File: src/rtl/ysyx_bus_arbiter_pkg.sv
// Shared types and constants for the IFU/LSU bus arbiter.
// State encodings, response codes and requester IDs live here so the top and the bench agree.
package ysyx_bus_arbiter_pkg;

  typedef enum logic [2:0] {
    ST_IDLE       = 3'd0,
    ST_GNT_IFU    = 3'd1,
    ST_GNT_LSU_R  = 3'd2,
    ST_GNT_LSU_W  = 3'd3,
    ST_WAIT_IFU   = 3'd4,
    ST_WAIT_LSU_R = 3'd5,
    ST_WAIT_LSU_W = 3'd6
  } state_e;

  typedef enum logic {
    REQ_IFU = 1'b0,
    REQ_LSU = 1'b1
  } req_id_e;

  localparam logic [1:0] RESP_OKAY = 2'b00;
  localparam logic [1:0] RESP_ERR  = 2'b10;

  function automatic logic is_wait(input state_e s);
    return (s == ST_WAIT_IFU) || (s == ST_WAIT_LSU_R) || (s == ST_WAIT_LSU_W);
  endfunction

endpackage

File: src/rtl/ysyx_bus_arbiter_wdog.sv
// Response watchdog: counts cycles while enabled, flags expiry at all-ones.
// The count saturates so the flag stays up until the owner clears it.
module ysyx_bus_arbiter_wdog #(
  parameter int TIMEOUT_W = 8
) (
  input  logic clk,
  input  logic rst,
  input  logic clr_i,
  input  logic en_i,
  output logic expired_o
);

  logic [TIMEOUT_W-1:0] cnt_q, cnt_d;

  always_comb begin
    cnt_d = cnt_q;
    if (clr_i)
      cnt_d = '0;
    else if (en_i && !(&cnt_q))
      cnt_d = cnt_q + TIMEOUT_W'(1);
  end

  always_ff @(posedge clk or negedge rst) begin
    if (!rst) cnt_q <= '0;
    else      cnt_q <= cnt_d;
  end

  assign expired_o = en_i & (&cnt_q);

endmodule

File: src/rtl/ysyx_bus_arbiter.sv
// Single-port bus arbiter between IFU (read) and LSU (read/write), one transaction in flight.
// Requests are muxed combinationally in GNT_*, responses routed back in WAIT_* with a watchdog.
module ysyx_bus_arbiter
  import ysyx_bus_arbiter_pkg::*;
#(
  parameter int ADDR_W    = 32,
  parameter int DATA_W    = 32,
  parameter int TIMEOUT_W = 8
) (
  input  logic                clk,
  input  logic                rst,
  input  logic [ADDR_W-1:0]   ifu_araddr,
  input  logic                ifu_arvalid,
  output logic [DATA_W-1:0]   ifu_rdata,
  output logic [1:0]          ifu_rresp,
  output logic                ifu_rvalid,
  input  logic [ADDR_W-1:0]   lsu_araddr,
  input  logic                lsu_arvalid,
  input  logic [ADDR_W-1:0]   lsu_awaddr,
  input  logic                lsu_awvalid,
  input  logic [DATA_W-1:0]   lsu_wdata,
  input  logic [DATA_W/8-1:0] lsu_wstrb,
  output logic [DATA_W-1:0]   lsu_rdata,
  output logic [1:0]          lsu_rresp,
  output logic                lsu_rvalid,
  output logic [1:0]          lsu_bresp,
  output logic                lsu_bvalid,
  output logic [ADDR_W-1:0]   mem_araddr,
  output logic                mem_arvalid,
  input  logic                mem_arready,
  input  logic [DATA_W-1:0]   mem_rdata,
  input  logic [1:0]          mem_rresp,
  input  logic                mem_rvalid,
  output logic [ADDR_W-1:0]   mem_awaddr,
  output logic [DATA_W-1:0]   mem_wdata,
  output logic [DATA_W/8-1:0] mem_wstrb,
  output logic                mem_awvalid,
  input  logic                mem_awready,
  input  logic [1:0]          mem_bresp,
  input  logic                mem_bvalid
);

  state_e  state_q, state_d;
  req_id_e last_grant_q, last_grant_d;
  logic    wd_expired;
  logic    lsu_req;
  logic    ifu_timeout, lsu_r_timeout, lsu_b_timeout;

  assign lsu_req = lsu_arvalid | lsu_awvalid;

  ysyx_bus_arbiter_wdog #(.TIMEOUT_W(TIMEOUT_W)) u_wdog (
    .clk       (clk),
    .rst       (rst),
    .clr_i     (!is_wait(state_q)),
    .en_i      (is_wait(state_q)),
    .expired_o (wd_expired)
  );

  // Resetting last_grant to LSU means the first contended IDLE cycle goes to the IFU.
  always_comb begin
    state_d      = state_q;
    last_grant_d = last_grant_q;
    unique case (state_q)
      ST_IDLE: begin
        if (ifu_arvalid && (last_grant_q == REQ_LSU || !lsu_req)) begin
          state_d      = ST_GNT_IFU;
          last_grant_d = REQ_IFU;
        end else if (lsu_awvalid) begin
          state_d      = ST_GNT_LSU_W;
          last_grant_d = REQ_LSU;
        end else if (lsu_arvalid) begin
          state_d      = ST_GNT_LSU_R;
          last_grant_d = REQ_LSU;
        end
      end
      ST_GNT_IFU: begin
        if (!ifu_arvalid)     state_d = ST_IDLE;
        else if (mem_arready) state_d = mem_rvalid ? ST_IDLE : ST_WAIT_IFU;
      end
      ST_GNT_LSU_R: begin
        if (!lsu_arvalid)     state_d = ST_IDLE;
        else if (mem_arready) state_d = mem_rvalid ? ST_IDLE : ST_WAIT_LSU_R;
      end
      ST_GNT_LSU_W: begin
        if (!lsu_awvalid)     state_d = ST_IDLE;
        else if (mem_awready) state_d = mem_bvalid ? ST_IDLE : ST_WAIT_LSU_W;
      end
      ST_WAIT_IFU, ST_WAIT_LSU_R: begin
        if (mem_rvalid || wd_expired) state_d = ST_IDLE;
      end
      ST_WAIT_LSU_W: begin
        if (mem_bvalid || wd_expired) state_d = ST_IDLE;
      end
      default: state_d = ST_IDLE;
    endcase
  end

  always_ff @(posedge clk or negedge rst) begin
    if (!rst) begin
      state_q      <= ST_IDLE;
      last_grant_q <= REQ_LSU;
    end else begin
      state_q      <= state_d;
      last_grant_q <= last_grant_d;
    end
  end

  // A real response that coincides with expiry wins over the synthesized error.
  assign ifu_timeout   = (state_q == ST_WAIT_IFU)   & wd_expired & !mem_rvalid;
  assign lsu_r_timeout = (state_q == ST_WAIT_LSU_R) & wd_expired & !mem_rvalid;
  assign lsu_b_timeout = (state_q == ST_WAIT_LSU_W) & wd_expired & !mem_bvalid;

  always_comb begin
    mem_araddr  = '0;
    mem_arvalid = 1'b0;
    mem_awaddr  = '0;
    mem_wdata   = '0;
    mem_wstrb   = '0;
    mem_awvalid = 1'b0;
    ifu_rvalid  = 1'b0;
    lsu_rvalid  = 1'b0;
    lsu_bvalid  = 1'b0;
    unique case (state_q)
      ST_GNT_IFU: begin
        mem_araddr  = ifu_araddr;
        mem_arvalid = ifu_arvalid;
        ifu_rvalid  = ifu_arvalid & mem_arready & mem_rvalid;
      end
      ST_GNT_LSU_R: begin
        mem_araddr  = lsu_araddr;
        mem_arvalid = lsu_arvalid;
        lsu_rvalid  = lsu_arvalid & mem_arready & mem_rvalid;
      end
      ST_GNT_LSU_W: begin
        mem_awaddr  = lsu_awaddr;
        mem_wdata   = lsu_wdata;
        mem_wstrb   = lsu_wstrb;
        mem_awvalid = lsu_awvalid;
        lsu_bvalid  = lsu_awvalid & mem_awready & mem_bvalid;
      end
      ST_WAIT_IFU:   ifu_rvalid = mem_rvalid | wd_expired;
      ST_WAIT_LSU_R: lsu_rvalid = mem_rvalid | wd_expired;
      ST_WAIT_LSU_W: lsu_bvalid = mem_bvalid | wd_expired;
      default: ;
    endcase
  end

  assign ifu_rdata = ifu_timeout   ? '0       : mem_rdata;
  assign ifu_rresp = ifu_timeout   ? RESP_ERR : mem_rresp;
  assign lsu_rdata = lsu_r_timeout ? '0       : mem_rdata;
  assign lsu_rresp = lsu_r_timeout ? RESP_ERR : mem_rresp;
  assign lsu_bresp = lsu_b_timeout ? RESP_ERR : mem_bresp;

endmodule

File: config.mk
export PLATFORM = sky130hd
export DESIGN_NAME = ysyx_bus_arbiter
export DESIGN_NICKNAME = d
export VERILOG_FILES = /design/src/rtl/ysyx_bus_arbiter_pkg.sv /design/src/rtl/ysyx_bus_arbiter_wdog.sv /design/src/rtl/ysyx_bus_arbiter.sv
export SDC_FILE = /design/constraint.sdc
export NUM_CORES = 1
export LEC_CHECK = 0
export BUFFER_PORTS_ARGS = -buffer_cell sky130_fd_sc_hd__buf_4
export CAP_MARGIN = 20
export CORE_AREA = 2 2 135 137
export DETAILED_ROUTE_END_ITERATION = 7
export DIE_AREA = 0 0 137 139
export SYNTH_ARGS = -nofsm -noshare
export SYNTH_HDL_FRONTEND = slang
export SYNTH_HIERARCHICAL = 1
export SYNTH_SLANG_ARGS = --single-unit
File: constraint.sdc
create_clock -name clk -period 3.6 [get_ports clk]
set_input_delay 0.18 -clock clk [delete_from_list [all_inputs] [get_ports clk]]
set_output_delay 0.18 -clock clk [all_outputs]
set_load 0.1 [all_outputs]
==> summary.txt, run 1 <==
Fillers = 1928
Int Pwr = 1.149 mW
Starting Density = 12.15%
Max-cap violations = 0
PwrDens = 807.7 nW/µm²
Worst EP arrival = 2830 ps
Switching share of power = 72.22%
Post-Syn Area per Cell = 7.177 µm²
Kind of end point of the critical path = output port
Sequential area share after synthesis = 14.05%
Setup CP Type = flip-flop to output port
Setup TNS = 0 ps
Cts hold-fix bufs = 1
Most common flop cell mapped by yosys = dfrtp_1
Most numerous cell in the Yosys netlist = and2_1
CP required = 3420 ps
Sw power = 2.987 mW
Peak Freq = 332.5 MHz
Hold Path Class = input pin to flip-flop
Final nets = 814
Htree depth = 1
Post-synth top cells = and2_1, nor2b_1, a22o_1
Layout area overhead = 138.6%
Worst setup path startpoint = state_q[2]
Worst path slowest cell = dfrtp_1
Yosys reg bits = 12
Final Setup Violations = 0
Worst-Margin Slew = 582.5 ps
Share of layout cells above drive strength 1 = 58.43%
Initial DRT Pass Iterations = 4
# rows = 49
Total Routing Usage GR = 11.62%
Clock buffer depth = 2
Fin crit share = 83.53%
Worst slew margin = 61.17%
Max rail drop VDD = 756.0 µV
Via/cell ratio = 3.961
P_leak = 2.690 nW
Vias in the first global route = 3190
I/O pin cnt = 352
Die Width = 137 µm
Crit Path Max Fanout = 18
Largest net degree at the start of global routing = 69
CP startpoint kind = flip-flop
Post CTS Setup Buffer Count = 0
Number of I/O port buffers = 351
DIE AREA = 19040 µm²
RSZ-0062 raised after global routing = no
Fin. Hold Viols = 0
Post-route cell area = 5120 µm²
Gate Count Post-Synth = 299
Period minus WS final = 3007 ps
Placed cell areas = 5021 µm²
Clock Pin Slew Worst Setup and Hold Paths = 40 ps
Core area = 17660 µm²
Gpl congestion = 0.7624
Total number of vias = 3422
Avg WL per Cell = 14.40 µm
Clock power share = 5.5%
Logic pwr share = 89.2%
Yosys Warn Count = 6
Netlist cell types = 43
Global-route wire length before repair = 17320 µm
CP max stage delay = 620 ps
Detailed Route Iter0 Violations = 82
HPWL after detailed placement = 10620 µm
Syn_nets = 477
Hold_sp = ifu_arvalid
Part of the power in registers = 5.2%
Most frequent cell on the critical path = buf_4
Clock Tree Root = clkbuf_16
Cell Chain, Critical Path = and2_1 -> and3_1 -> and3b_1 -> buf_4 -> nor2b_1 -> buf_4
Remaining DRCs = 0
Number of buffers created by CTS = 3
Clk_skew = 0.8664 ps
GRT overflow = 0
Skew-Pair Late Insertion Delay = 240 ps
Die H = 139 µm
R2R Path Start = state_q[2]
Initial antenna violation count = 0
Routed Wire Length = 12440 µm
Antenna-violating nets left = 0
Area leader, netlist = and2_1
Yosys top cell area share = 29.74%
# diodes = 0
Async SR Flop Fraction = 100.0%
Fin. max-slew vios = 0
Post_cts resized = 0
CTS tree = done
Status = complete, no violations
Netlist Area Pre-Place = 2146 µm²
Top cells by area, synth = and2_1, a22o_1, dfrtp_1, nor2b_1, clkbuf_1
Post-synth EDFFs = 0
Clock net sink count = 12
path summary, 6_finish.rpt:
kind	endpoint	slack, ps	cells after the start
setup reg to reg	state_q[0]	1340	6
min in group asynchronous	u_wdog/cnt_q[6]	330	2
hold / removal	last_grant_q	300	4
setup / recovery	lsu_rdata[24]	590	6
max in group asynchronous	last_grant_q	3040	2
hold reg to reg	last_grant_q	510	2
per-layer routing:
metal	track usage [%]	vias up	wire, µm
li1	-	1691	-
met5	0	-	0
met4	3.093	0	125
met2	22.05	209	6406
met3	2.376	5	1300
met1	12.86	1517	4607
power groups by stage:
| stage | clock, mW | combinational [mW] | sequential (mW) |
|---|---|---|---|
| floorplan | 0 | 2.93 | 0.174 |
| global placement | 0 | 3.71 | 0.214 |
| detailed placement | 0 | 3.70 | 0.217 |
| CTS | 0.235 | 3.70 | 0.215 |
| global route | 0.242 | 3.80 | 0.222 |
| finish | 0.229 | 3.69 | 0.216 |
worst max-delay path: cells and delay by family, from the launching register on:
kind | cells | cell delay, ps
flip-flops | 1 | 620
buffers and inverters | 2 | 570
AND/OR/NAND/NOR | 4 | 1370
sequential cells by signal (all words and copies together) (netlist names):
signal	cells
last_grant_q	1
u_wdog/cnt_q	8
state_q	3
final cells by class:
type | instances | area (µm²) | area share (%)
inverters | 7 | 26.28 | 0.5132
well taps | 229 | 286.5 | 5.596
clock buffers | 4 | 88.84 | 1.735
flip-flops and latches | 12 | 301.5 | 5.890
multi-input cells | 255 | 1734 | 33.87
repair buffers | 357 | 2683 | 52.39
per-stage QoR:
step / hold WS [ps] / setup WS (ps) / cells / power [mW] / utilization [%]
floorplan: -115.6 / 437.4 / 299 / 3.101 / -
global placement: 32.23 / 944.5 / 859 / 3.921 / 28.44
detailed placement: 34.62 / 869.9 / 859 / 3.913 / 28.44
CTS: 299.9 / 599.0 / 864 / 4.154 / 29.00
global route: 353.3 / 377.5 / 864 / 4.264 / 29.00
finish: 302.3 / 592.8 / 864 / 4.136 / 29.00
cell usage in the layout, fill, tap and decap left out, types with 4 or more instances in the layout:
cell	instances
nor2_1	9
a21oi_1	9
nor2b_1	38
and2_1	102
and3_1	4
a22o_1	33
inv_1	7
dfrtp_1	11
buf_4	356
a31oi_1	4
o21ai_0	6
nand2b_1	4
logic make-up (layout without fill, tap and decap cells):
group,after synthesis,count (layout),share of synthesized area (%)
AO/OA/AOI/OAI,61,61,21.57
adder cells (fa/ha/maj),1,1,0.5830
buffers and inverters,32,368,5.948
flip-flops,12,12,14.05
multiplexers,5,5,2.682
AND/OR/NAND/NOR,188,188,55.16
Note: power is estimated with default switching activity, not from simulation.
==> run 2: changes to the inputs <==
--- a/config.mk
+++ b/config.mk
@@ -5,11 +5,12 @@
 export SDC_FILE = /design/constraint.sdc
 export NUM_CORES = 1
 export LEC_CHECK = 0
+export ABC_AREA = 1
 export BUFFER_PORTS_ARGS = -buffer_cell sky130_fd_sc_hd__buf_4
 export CAP_MARGIN = 20
-export CORE_AREA = 2 2 135 137
+export CORE_AREA = 2 2 137 139
 export DETAILED_ROUTE_END_ITERATION = 7
-export DIE_AREA = 0 0 137 139
+export DIE_AREA = 0 0 139 141
 export SYNTH_ARGS = -nofsm -noshare
 export SYNTH_HDL_FRONTEND = slang
 export SYNTH_HIERARCHICAL = 1
==> constraint.sdc (replaced) <==
create_clock -name clk -period 2.5 [get_ports clk]
set_input_delay 0.125 -clock clk [delete_from_list [all_inputs] [get_ports clk]]
set_output_delay 0.125 -clock clk [all_outputs]
set_load 0.1 [all_outputs]
==> summary.txt, run 2 <==
Die H = 141 µm
CTS tree = done
XOR/XNOR Fraction of Synth Area = 0%
FF-to-FF setup slack = 630 ps
Remaining DRCs = 0
Worst path slowest cell = dfrtp_1
Die Width = 139 µm
Global-route wire length before repair = 19690 µm
Starting Density = 13.38%
Final Setup Violations = 0
CP max stage delay = 400 ps
Yosys reg bits = 12
Routed Wire Length = 13630 µm
Pre-CTS WS = 168.5 ps
Final WS setup = 178.6 ps
Htree depth = 1
# rows = 50
Synth Area in Simple Gates = 44.85%
Most frequent cell on the critical path = buf_4
Yosys top cell area share = 22.73%
Initial DRT Pass Iterations = 4
Skew-Pair Late Insertion Delay = 240 ps
Setup TNS = 0 ps
Netlist Area Pre-Place = 2444 µm²
Gate Count Post-Synth = 462
I/O pin cnt = 352
Clock Pin Slew Worst Setup and Hold Paths = 40 ps
Syn_nets = 640
HPWL after detailed placement = 11300 µm
Final nets = 985
Fin. Hold Viols = 0
Post-synth top cells = nor2_1, inv_1, nand2_1
Clk_skew = 2.785 ps
Hold_sp = ifu_arvalid
Post-synth EDFFs = 0
Clock net sink count = 12
GRT overflow = 0
Largest Register = u_wdog/cnt_q
PwrDens = 1026 nW/µm²
Netlist cell types = 30
Avg WL per Cell = 13.08 µm
Largest net degree at the start of global routing = 70
Worst slew margin = 71.98%
Setup CP Type = flip-flop to output port
Status = complete, no violations
Initial antenna violation count = 2
Detailed Route Iter0 Violations = 109
Peak Freq = 430.8 MHz
Gpl congestion = 0.8433
Layout area overhead = 128.4%
Commonest non-fill, non-tap cells in the layout = buf_4, inv_1, nor2_1
Compound-Gate Fraction of Synth Area = 14.90%
Mux cell area share after synthesis = 0%
R2R Path Start = u_wdog/cnt_q[0]
Cell Chain, Critical Path = ha_1 -> nand2_2 -> nor2_4 -> nand2_4 -> nor2_2 -> inv_2 -> nor3_4 -> buf_4 -> nor2_1 -> buf_4
Post-Syn Area per Cell = 5.289 µm²
Vias in the first global route = 3629
Number of I/O port buffers = 351
Kind of end point of the critical path = output port
Antenna-violating nets left = 0
Share of layout cells above drive strength 1 = 52.85%
Fin crit share = 92.86%
Sequential area share after synthesis = 12.34%
RSZ-0062 raised after global routing = no
Total Routing Usage GR = 12.20%
Adder-cell share of the synthesized area = 0.5120%
Top Registers = u_wdog/cnt_q x8, state_q x3, last_grant_q x1
Clock buffer depth = 2
CP bufs+invs = 3
CP startpoint kind = flip-flop
Max-cap violations = 0
Max reg flops = 8
Area leader, netlist = nor2_1
Worst setup path startpoint = u_wdog/cnt_q[0]
Most numerous cell in the Yosys netlist = nor2_1
Post-route cell area = 5580 µm²
P_leak = 3.395 nW
Hold Path Class = input pin to flip-flop
Yosys Warn Count = 6
CP required = 2380 ps
Largest family of logic cells by synthesized area = simple AND/OR/NAND/NOR gates
Top cells by area, synth = nor2_1, inv_1, a32o_1, dfrtp_1, nand2_1
Placed cell areas = 5413 µm²
Most common flop cell mapped by yosys = dfrtp_1
Top delay family on crit path = simple AND/OR/NAND/NOR gates
Worst EP arrival = 2200 ps
Core area = 18270 µm²
Async SR Flop Fraction = 100.0%
Via/cell ratio = 3.807
Period minus WS final = 2321 ps
Total number of vias = 3967
Worst-Margin Slew = 419.9 ps
Max rail drop VDD = 756.5 µV
Number of buffers created by CTS = 3
Final core area utilization = 30.55%
Fin. max-slew vios = 0
Clock Tree Root = clkbuf_16
Crit Path Max Fanout = 7
DIE AREA = 19600 µm²
Most common cell after layout, fill and taps aside = buf_4
run 2: cell types whose count changed in the layout (fill, tap and decap cells not counted), sizes merged, moves of 5 or more:
cell   delta
nand3    +20
nor2    +151
a21oi     -7
nor3b     -6
buf       +8
nand2    +54
a22o     -33
o21ai     -5
nor2b    -38
and2    -102
a32o     +32
inv     +127
run 2: worst paths after layout:
| path | endpoint | cells after the start |
|---|---|---|
| worst min register to register | last_grant_q | 4 |
| worst max-delay path | lsu_rdata[28] | 10 |
| max in group asynchronous | last_grant_q | 2 |
| worst max register to register | state_q[1] | 13 |
| worst min-delay path | last_grant_q | 4 |
| min in group asynchronous | u_wdog/cnt_q[6] | 2 |
run 2: final cells by class:
type,count,area [µm²]
antenna,2,5.005
tap,234,292.8
inverter,134,505.5
fill,1994,12690
sequential,12,301.5
multi-input combinational,290,1553
clock buffer,4,88.84
timing repair buffer,366,2834
run 2: kinds of logic after synthesis:
logic type / count (synthesis)
compound gates: 39
simple gates: 250
fa+ha+maj: 1
buf+inv: 160
flops: 12
run 2: routing by layer:
layer  GRT usage (%)  routed length [µm]  vias up
li1                -                   -     2067
met1           15.34                5577     1738
met2           21.57                6971      156
met3           2.921                 980        6
met4           2.020                  99        0
met5               0                   0        -
run 2: tightest hold or removal path: cells and delay by family:
family        cells  cell delay, ps
simple gates      2             190
buf+inv           2             140
run 2: what timing repair did:
action,in CTS,in global routing
endpoints found under the setup margin,30,67
hold buffers,1,0
setup buffers,1,1
pin swaps,1,1
resized for setup,0,4
gates cloned,0,1
hold endpoints to repair,12,0
run 2: through the flow:
stage               std cells  hold WS, ps  power, mW
finish                   1042        221.5      5.724
detailed placement       1032       -18.63      5.408
floorplan                 462       -170.6      4.273
global placement         1032       -20.90      5.408
global route             1042        262.8      5.920
CTS                      1038        229.2      5.745
run 2: where the power goes:
group          leakage, nW  switching [mW]  total [mW]  internal (mW)
logic                 3.19            4.06        5.13           1.08
clock network       0.0442          0.0810       0.322          0.241
registers            0.161          0.0371       0.267          0.230
total                 3.40            4.17        5.72           1.55
==> run 3: changes to the inputs <==
--- a/config.mk
+++ b/config.mk
@@ -8,10 +8,11 @@
 export ABC_AREA = 1
 export BUFFER_PORTS_ARGS = -buffer_cell sky130_fd_sc_hd__buf_4
 export CAP_MARGIN = 20
-export CORE_AREA = 2 2 137 139
+export CORE_AREA = 2 2 136 138
 export DETAILED_ROUTE_END_ITERATION = 7
-export DIE_AREA = 0 0 139 141
+export DIE_AREA = 0 0 138 140
 export SYNTH_ARGS = -nofsm -noshare
 export SYNTH_HDL_FRONTEND = slang
 export SYNTH_HIERARCHICAL = 1
 export SYNTH_SLANG_ARGS = --single-unit
+export TNS_END_PERCENT = 30
==> constraint.sdc (replaced) <==
create_clock -name clk -period 2.25 [get_ports clk]
set_input_delay 0.1125 -clock clk [delete_from_list [all_inputs] [get_ports clk]]
set_output_delay 0.1125 -clock clk [all_outputs]
set_load 0.1 [all_outputs]
==> summary.txt, run 3 (same netlist as run 2, synthesis figures left out) <==
Status = complete, no violations
# rows = 49
Crit Path Max Fanout = 10
Fin. Hold Viols = 0
Number of buffers created by CTS = 3
Hold Path Class = input pin to flip-flop
M1 WL = 5932 µm
Hold_sp = ifu_arvalid
Max-cap violations = 0
Avg WL per Cell = 13.85 µm
Clock Tree Root = clkbuf_16
Total Routing Usage GR = 13.17%
Cell Chain, Critical Path = ha_2 -> nand2_2 -> nor2_4 -> nand2_4 -> nor2_4 -> inv_4 -> nor3_4 -> buf_4 -> buf_6 -> nor2_1 -> buf_6
Worst hold stages = 4
CTS tree = done
Routed Wire Length = 14510 µm
Clock net sink count = 12
Vias in the first global route = 3794
Kind of end point of the critical path = output port
Largest net degree at the start of global routing = 70
HPWL after detailed placement = 11560 µm
Peak Freq = 459.8 MHz
CP required = 2140 ps
Worst EP arrival = 2060 ps
DR top layer = met4
R2R Path Start = u_wdog/cnt_q[1]
CP max stage delay = 390 ps
Gpl congestion = 0.7833
Clock Pin Slew Worst Setup and Hold Paths = 40 ps
Max rail drop VDD = 835.5 µV
Max reg flops = 8
Starting Density = 13.74%
Clk_skew = 2.394 ps
PwrDens = 1073 nW/µm²
R2r worst-path depth = 13
Fin crit share = 96.65%
Most common cell after layout, fill and taps aside = buf_4
CP startpoint kind = flip-flop
Final Power = 6.439 mW
Skew-Pair Late Insertion Delay = 230 ps
WL met3 = 948 µm
Worst slew margin = 72.36%
Final nets = 996
Non-Filler Instances = 1047
Antenna-violating nets left = 0
Top Registers = u_wdog/cnt_q x8, state_q x3, last_grant_q x1
Worst path slowest cell = dfrtp_1
Core area = 17780 µm²
Share of layout cells above drive strength 1 = 52.02%
Global-route wire length before repair = 20980 µm
P_leak = 3.565 nW
Htree depth = 1
Via/cell ratio = 3.878
Initial antenna violation count = 1
Inst Count DP = 1030
Number of I/O port buffers = 351
GRT overflow = 0
Clock buffer depth = 2
RR Endpoint = state_q[0]
Final Setup Violations = 0
Remaining DRCs = 0
Met2 wire len = 7441 µm
Layout area overhead = 145.7%
Largest Register = u_wdog/cnt_q
Total number of vias = 4060
FF-to-FF setup slack = 400 ps
RSZ-0062 raised after global routing = yes
Initial DRT Pass Iterations = 5
I/O pin cnt = 352
Period minus WS final = 2175 ps
Fin. max-slew vios = 0
DIE AREA = 19320 µm²
Hold Path End = last_grant_q
Die H = 140 µm
Worst-Margin Slew = 413.1 ps
Die Width = 138 µm
Commonest non-fill, non-tap cells in the layout = buf_4, nor2_1, inv_1
Setup CP Type = flip-flop to output port
Detailed Route Iter0 Violations = 164
run 3: cell type report:
type | instances | area (µm²)
inverter | 134 | 508.0
multi-input combinational | 290 | 1560
tap | 229 | 286.5
timing repair buffer | 377 | 3266
antenna | 1 | 2.502
sequential | 12 | 301.5
clock buffer | 4 | 78.83
fill | 1920 | 11780
run 3: per-stage QoR:
stage          area [µm²]  util (%)  hold WS [ps]  TNS [ps]  setup WS, ps
6_report             6003     33.77         205.1         0         75.35
5_1_grt              6003     33.77         206.0    -688.1        -39.24
4_1_cts              5808     32.67         200.0         0         23.79
3_5_place_dp         5426     30.52        -28.34         0         71.75
3_3_place_gp         5426     30.52        -30.10         0         123.4
2_1_floorplan        2501         -        -183.1    -35550        -495.3
run 3: how the worst max path moves through the flow:
stage | from | endpoint | slack (ps)
after CTS | u_wdog/cnt_q[1] | lsu_rdata[0] | 20
after global routing | u_wdog/cnt_q[1] | lsu_rdata[27] | -40
after floorplan | state_q[0] | lsu_rdata[2] | -500
after detailed placement | u_wdog/cnt_q[0] | ifu_rdata[25] | 70
after global placement | u_wdog/cnt_q[0] | ifu_rdata[25] | 120
final | u_wdog/cnt_q[1] | lsu_rdata[27] | 80
run 3: where the power goes:
part	internal [mW]	switching [mW]	total [mW]
clock network	0.237	0.0815	0.319
registers	0.256	0.0286	0.284
logic	1.29	4.54	5.84
run 3: timing repair:
| action | CTS | global route |
|---|---|---|
| cloned | 2 | 1 |
| hold endpoints to repair | 12 | 0 |
| gates resized for setup | 55 | 40 |
| hold buffers | 1 | 0 |
| setup endpoints to repair | 69 | 67 |
| pin swaps | 2 | 3 |
| buffers inserted | 6 | 2 |
run 3: routing by layer:
layer / global-route usage [%] / up-vias
met5: 0 / -
met4: 2.041 / 0
met3: 3.145 / 10
met2: 23.79 / 152
met1: 16.19 / 1806
li1: - / 2092
run 3: critical path, delay by kind of cell (launching register included):
kind / cells / cell delay [ps]
AND/OR/NAND/NOR: 6 / 690
buffers and inverters: 4 / 520
adder cells (fa/ha/maj): 1 / 220
flip-flops: 1 / 390
